===== config.mk =====
export PLATFORM = sky130hd
export DESIGN_NAME = lc330_boot_loader_flat
export DESIGN_NICKNAME = d
export VERILOG_FILES = /design/src/rtl/lc330_boot_loader_if.sv /design/src/rtl/lc330_boot_loader.sv /design/src/flat_wrapper.sv
export SDC_FILE = /design/constraint.sdc
export NUM_CORES = 1
export LEC_CHECK = 0
export ABC_AREA = 1
export CAP_MARGIN = 20
export CORE_MARGIN = 5
export CORE_UTILIZATION = 45
export DETAILED_ROUTE_END_ITERATION = 8
export HOLD_SLACK_MARGIN = 0.1
export MAX_ROUTING_LAYER = met4
export PLACE_DENSITY = 0.79
export SYNTH_ARGS = -nofsm -noshare
export SYNTH_HDL_FRONTEND = slang
export SYNTH_SLANG_ARGS = --single-unit

===== constraint.sdc =====
create_clock -name clk_i -period 2.5 [get_ports clk_i]
set_input_delay 0.375 -clock clk_i [delete_from_list [all_inputs] [get_ports clk_i]]
set_output_delay 0.375 -clock clk_i [all_outputs]
set_load 0.01 [all_outputs]

===== src/rtl/lc330_boot_loader_if.sv =====
// rtl/lc330_boot_loader_if.sv - byte stream, imem write port and CPU control bundle for the lc330 boot loader
interface lc330_boot_loader_if #(
   parameter int ADDR_W = 8
);
   logic              in_valid;
   logic [7:0]        in_data;
   logic              in_ready;
   logic              imem_we;
   logic [ADDR_W-1:0] imem_addr;
   logic [31:0]       imem_wdata;
   logic              cpu_rst;
   logic              done;
   logic              err;

   modport slave (
      input  in_valid, in_data,
      output in_ready, imem_we, imem_addr, imem_wdata, cpu_rst, done, err
   );

   modport master (
      output in_valid, in_data,
      input  in_ready, imem_we, imem_addr, imem_wdata, cpu_rst, done, err
   );
endinterface


===== src/rtl/lc330_boot_loader.sv =====
// rtl/lc330_boot_loader.sv - loads a big-endian word stream into imem, then releases the lc330 CPU reset
module lc330_boot_loader #(
   parameter int ADDR_W      = 8,
   parameter int HOLD_CYCLES = 5
) (
   input logic                clk_i,
   input logic                rst_ni,
   lc330_boot_loader_if.slave ldr_if
);
   localparam int              HW        = $clog2(HOLD_CYCLES + 1);
   localparam logic [HW-1:0]   HOLD_INIT = HW'(HOLD_CYCLES);
   localparam logic [HW-1:0]   HOLD_ONE  = HW'(1);
   localparam logic [ADDR_W:0] CNT_ONE   = (ADDR_W + 1)'(1);
   localparam logic [32:0]     DEPTH_W   = 33'(1) << ADDR_W;

   typedef enum logic [2:0] {
      S_IDLE, S_COUNT, S_LOAD, S_HOLD, S_RUN, S_ERR
   } state_e;

   state_e            state_q, state_d;
   logic [1:0]        byte_idx_q, byte_idx_d;
   logic [23:0]       asm_q, asm_d;
   logic [ADDR_W:0]   remaining_q, remaining_d;
   logic [ADDR_W:0]   target_q, target_d;
   logic [HW-1:0]     hold_cnt_q, hold_cnt_d;
   logic              we_q, we_d;
   logic [ADDR_W-1:0] addr_q, addr_d;
   logic [31:0]       wdata_q, wdata_d;
   logic              cpu_rst_q, cpu_rst_d;
   logic              done_q, done_d;
   logic              err_q, err_d;

   logic              ready;
   logic              xfer;
   logic              last_byte;
   logic [31:0]       word;

   assign ready     = (state_q == S_COUNT) || (state_q == S_LOAD);
   assign xfer      = ldr_if.in_valid && ready;
   assign last_byte = xfer && (byte_idx_q == 2'd3);
   assign word      = {asm_q, ldr_if.in_data};

   always_comb begin
      state_d     = state_q;
      byte_idx_d  = byte_idx_q;
      asm_d       = asm_q;
      remaining_d = remaining_q;
      target_d    = target_q;
      hold_cnt_d  = hold_cnt_q;
      we_d        = 1'b0;
      addr_d      = addr_q;
      wdata_d     = wdata_q;
      cpu_rst_d   = cpu_rst_q;
      done_d      = done_q;
      err_d       = err_q;

      // The shift register only has to hold the three leading bytes of a word.
      if (xfer) begin
         byte_idx_d = byte_idx_q + 2'd1;
         asm_d      = {asm_q[15:0], ldr_if.in_data};
      end

      case (state_q)
         S_IDLE: state_d = S_COUNT;
         S_COUNT: begin
            if (last_byte) begin
               if (word == 32'd0) begin
                  state_d    = S_HOLD;
                  hold_cnt_d = HOLD_INIT;
               end else if ({1'b0, word} > DEPTH_W) begin
                  state_d = S_ERR;
                  err_d   = 1'b1;
               end else begin
                  state_d     = S_LOAD;
                  remaining_d = word[ADDR_W:0];
                  target_d    = '0;
               end
            end
         end
         S_LOAD: begin
            if (last_byte) begin
               we_d        = 1'b1;
               wdata_d     = word;
               addr_d      = target_q[ADDR_W-1:0];
               target_d    = target_q + CNT_ONE;
               remaining_d = remaining_q - CNT_ONE;
               if (remaining_q == CNT_ONE) begin
                  state_d    = S_HOLD;
                  hold_cnt_d = HOLD_INIT;
               end
            end
         end
         S_HOLD: begin
            hold_cnt_d = hold_cnt_q - HOLD_ONE;
            if (hold_cnt_q == HOLD_ONE) begin
               state_d   = S_RUN;
               cpu_rst_d = 1'b0;
               done_d    = 1'b1;
            end
         end
         S_RUN, S_ERR: ;
         default: state_d = S_IDLE;
      endcase
   end

   always_ff @(posedge clk_i or negedge rst_ni) begin
      if (!rst_ni) begin
         state_q     <= S_IDLE;
         byte_idx_q  <= 2'd0;
         asm_q       <= 24'd0;
         remaining_q <= '0;
         target_q    <= '0;
         hold_cnt_q  <= '0;
         we_q        <= 1'b0;
         addr_q      <= '0;
         wdata_q     <= 32'd0;
         cpu_rst_q   <= 1'b1;
         done_q      <= 1'b0;
         err_q       <= 1'b0;
      end else begin
         state_q     <= state_d;
         byte_idx_q  <= byte_idx_d;
         asm_q       <= asm_d;
         remaining_q <= remaining_d;
         target_q    <= target_d;
         hold_cnt_q  <= hold_cnt_d;
         we_q        <= we_d;
         addr_q      <= addr_d;
         wdata_q     <= wdata_d;
         cpu_rst_q   <= cpu_rst_d;
         done_q      <= done_d;
         err_q       <= err_d;
      end
   end

   assign ldr_if.in_ready   = ready;
   assign ldr_if.imem_we    = we_q;
   assign ldr_if.imem_addr  = addr_q;
   assign ldr_if.imem_wdata = wdata_q;
   assign ldr_if.cpu_rst    = cpu_rst_q;
   assign ldr_if.done       = done_q;
   assign ldr_if.err        = err_q;
endmodule

===== src/flat_wrapper.sv =====
// flat-port wrapper written by rule: the top's interface ports become plain ports
module lc330_boot_loader_flat 
#(
   parameter int ADDR_W      = 8,
   parameter int HOLD_CYCLES = 5
)
  (clk_i, rst_ni, ldr_if_in_valid, ldr_if_in_data, ldr_if_in_ready, ldr_if_imem_we, ldr_if_imem_addr, ldr_if_imem_wdata, ldr_if_cpu_rst, ldr_if_done, ldr_if_err);
  lc330_boot_loader_if #(.ADDR_W(ADDR_W)) ldr_if_i ();
  input logic clk_i;
  input logic rst_ni;
  input wire logic [$bits(ldr_if_i.in_valid)-1:0] ldr_if_in_valid;
  input wire logic [$bits(ldr_if_i.in_data)-1:0] ldr_if_in_data;
  output wire logic [$bits(ldr_if_i.in_ready)-1:0] ldr_if_in_ready;
  output wire logic [$bits(ldr_if_i.imem_we)-1:0] ldr_if_imem_we;
  output wire logic [$bits(ldr_if_i.imem_addr)-1:0] ldr_if_imem_addr;
  output wire logic [$bits(ldr_if_i.imem_wdata)-1:0] ldr_if_imem_wdata;
  output wire logic [$bits(ldr_if_i.cpu_rst)-1:0] ldr_if_cpu_rst;
  output wire logic [$bits(ldr_if_i.done)-1:0] ldr_if_done;
  output wire logic [$bits(ldr_if_i.err)-1:0] ldr_if_err;
  assign ldr_if_i.in_valid = ldr_if_in_valid;
  assign ldr_if_i.in_data = ldr_if_in_data;
  assign ldr_if_in_ready = ldr_if_i.in_ready;
  assign ldr_if_imem_we = ldr_if_i.imem_we;
  assign ldr_if_imem_addr = ldr_if_i.imem_addr;
  assign ldr_if_imem_wdata = ldr_if_i.imem_wdata;
  assign ldr_if_cpu_rst = ldr_if_i.cpu_rst;
  assign ldr_if_done = ldr_if_i.done;
  assign ldr_if_err = ldr_if_i.err;
  lc330_boot_loader #(.ADDR_W(ADDR_W), .HOLD_CYCLES(HOLD_CYCLES)) u_core (.clk_i(clk_i), .rst_ni(rst_ni), .ldr_if(ldr_if_i));
endmodule

==> summary.txt <==
Routing
  – Vias: 3,494
  – Via density: 4.907
  – Post-DRT Antenna Nets: 0
  – DRT iter0 DRCs: between 150 and 200
  – DRC viols: 0
  – DRT Pass-1 Iters: 5
  – Routed WL: 9643 um
  – Wire per inst: 13.54 um

Power
  – Static leakage: approximately 0.0028 uW
  – Max VDD drop: 0.2555 mV
  – PD cells: a little under 500 nW/um^2

Setup path
  – CP required: around 2.1 ns
  – WS Path Type: reg2out
  – Max FO, Critical Path: 4
  – R2R depth: 9
  – R2R setup slack: 0.55 ns
  – Crit path launch type: register
  – Worst Setup SP: u_core.state_q[1]
  – CP endpoint kind: output pin
  – Crit path DAT: roughly 1.7 ns
  – Reg-to-reg endpoint: u_core.ldr_if.imem_wdata[20]
  – Reg-to-Reg Start: u_core.state_q[1]

Layout
  – Commonest non-fill, non-tap cell in the layout: nand2_1
  – Final non-filler cell total: 712
  – # diodes: 0
  – Commonest non-fill, non-tap cells in the layout: nand2_1 (201), dfrtp_1 (92), clkdlybuf4s50_1 (54)
  – P&R area growth vs syn: 19.60%
  – Layout cells sized above 1: 9.499%
  – Fin nets: 591

Synth
  – Seq/Total Area, Yosys: 52.72%
  – Avg Synthesized Cell Area: 8.527 um^2
  – Synthesis-stage register bit count: 93
  – Mapped Cells: 518
  – Synth unique cells: 30
  – Cell Area, Synth: 4417 um^2
  – Synth warn: 0
  – Syn_nets: 535

STA
  – Min Tclk post-route: 2.090 ns
  – Setup Skew: 0.01716 ns
  – F_max: between 400 and 500 MHz
  – Slew @ Worst Pin: ~0.47 ns
  – Setup WS post-layout: slightly above 0.4 ns
  – Headroom to the max-slew limit: 68.08%
  – Slew Viols, Final: 0
  – Final Hold Violating Endpoints: 0
  – Final period util: 83.58%
  – Final setup violation count: 0
  – RSZ-0062 raised after global routing: false
  – Setup TNS: 0 ns

Min path
  – HP Start: u_core.ldr_if.cpu_rst
  – Hold Path End: u_core.ldr_if.cpu_rst
  – HP Class: reg2reg
  – Hold path cells: 2

Placed design
  – DP Cell Count: about 700
  – I/O Buffers: 55
  – Setup WS pre-CTS: ~0.18 ns
  – Post-DP HPWL: 7023 um
  – GPL Wtd Cong: 0.8286

CTS
  – Clk root buf: clkbuf_8
  – Clock Sinks: 93
  – TritonCTS clock tree: done
  – Latest clock arrival within the worst-skew pair: about 0.38 ns
  – CTS buffer count: 9
  – CTS resizes: 0
  – H-tree levels: 3
  – Clock-pin slew on the worst setup and hold paths: approximately 0.1 ns
  – Clk buf depth: 2

GRT
  – First-pass GRT wire length: about 17,000 um
  – Initial antenna violation count: 0
  – Total gr overflow: 0
  – Number of global-route vias before repair: between 3,000 and 4,000
  – Largest net degree at the start of global routing: 43
  – Tot GR Track Use: 18.14%

Floorplanning
  – Core area: just under 10,000 um^2
  – Die extent in y: 109.1 um
  – Die ar.: 11,900 um^2
  – # rows: 36
  – Die width: 109.1 um
  – Initial Utilization: between 40% and 50%
  – Num ports: 56

Flow run
  – Max-Cap Viols: 0

Run status
  – Outcome: finished, final reports clean
[flip-flops by register name, indices dropped and copies added (netlist names)]
register / cells
u_core.ldr_if.imem_wdata: 32
u_core.asm_q: 24
u_core.remaining_q: 9
u_core.ldr_if.imem_addr: 8
u_core.target_q: 8
u_core.hold_cnt_q: 3
u_core.state_q: 3
u_core.byte_idx_q: 2
u_core.ldr_if.cpu_rst: 1
u_core.ldr_if.done: 1
u_core.ldr_if.err: 1
u_core.ldr_if.imem_we: 1
[layer usage]
metal / vias to the layer above / share of wire (%) / GRT usage (%)
li1: 1751 / - / -
met1: 1656 / 48 / 24.61
met2: 75 / 47 / 27.85
met3: 12 / 3.4 / 2.605
met4: 0 / 1.5 / 6.673
met5: - / 0 / -
[kinds of logic (layout without fill, tap and decap cells)]
kind of cell / Yosys count / count (layout) / share of synthesized area (%)
and+or+nand+nor: 300 / 300 / 29.26
adders and majority gates: 6 / 6 / 1.700
xor gates and xnor gates: 5 / 5 / 0.9917
DFF: 93 / 93 / 52.72
muxes: 14 / 14 / 4.164
buffers and inverters: 62 / 123 / 6.600
AOI/OAI and AO/OA: 38 / 38 / 4.561
[Yosys cell counts]
cell      count  share of area (%)
nor2_1       48                4.1
nor3b_1       1               0.17
o21ai_1      11                1.2
buf_2        11                1.2
mux2_4        7                2.4
nand2_1     201                 17
ha_1          6                1.7
mux2_2        7                1.8
inv_1        41                3.5
buf_6         6                1.5
nor2_8        1               0.45
dfrtp_1      92                 52
nand2_2       1               0.14
o21ai_0      18                2.0
inv_2         3               0.25
o21ai_2       1               0.20
nand3_1      18                2.0
or2_2         2               0.28
nand2_4       4                1.0
clkbuf_1      1              0.085
o21a_1        1               0.17
a21oi_1       5               0.57
nand3_4       2               0.79
a31o_2        1               0.20
nand4_1      21                3.0
xor2_1        2               0.40
a31oi_1       1               0.14
dfstp_2       1               0.60
nand3_2       1               0.23
xnor2_1       3               0.60
[final cells by class]
class | count | area [um^2]
clock buffer | 9 | 123.9
clock inverter | 7 | 78.83
fill | 854 | 4402
inverter | 44 | 165.2
multi-input combinational | 363 | 1797
sequential | 93 | 2328
tap | 133 | 166.4
timing repair buffer | 63 | 623.1
[through the flow]
step | area [um^2] | total power, uW | util, % | hold WS (ns)
final | 5283 | 2574 | 54.55 | 0.4546
after global routing | 5283 | 2672 | 54.55 | 0.4613
after CTS | 5283 | 2604 | 54.55 | 0.4569
after detailed placement | 5070 | 1602 | 52.35 | 0.3289
after global placement | 5070 | 1601 | 52.35 | 0.3190
after floorplan | 4417 | 1541 | - | 0.07941
[power by group]
part           switching [uW]  internal [uW]  total (uW)
sequential                  0           1500        1500
combinational            44.8           22.6        67.4
clock                     606            397        1000
[how the worst max path moves through the flow]
stage                                               to  slack, ns  cells past startpoint
after global routing      u_core.ldr_if.imem_wdata[20]       0.35                      9
after floorplan                       u_core.asm_q[16]       1.02                      7
after detailed placement            u_core.target_q[3]       0.18                     11
after CTS                              ldr_if_in_ready       0.40                      4
final                                  ldr_if_in_ready       0.41                      4
after global placement           u_core.remaining_q[7]       0.24                     11
[timing repair]
action / in CTS / in global routing
hold buffers: 1 / 0
buffers inserted: 0 / 0
endpoints found under the hold margin: 24 / 0
[worst max-delay path, stage by stage, from the launching register on]
cell             delay [ns]
dfrtp_1                0.45
inv_1                  0.13
nand3_2                0.12
nand2_4                0.10
clkdlybuf4s50_1        0.54
Note: power is estimated with default switching activity, not from simulation.
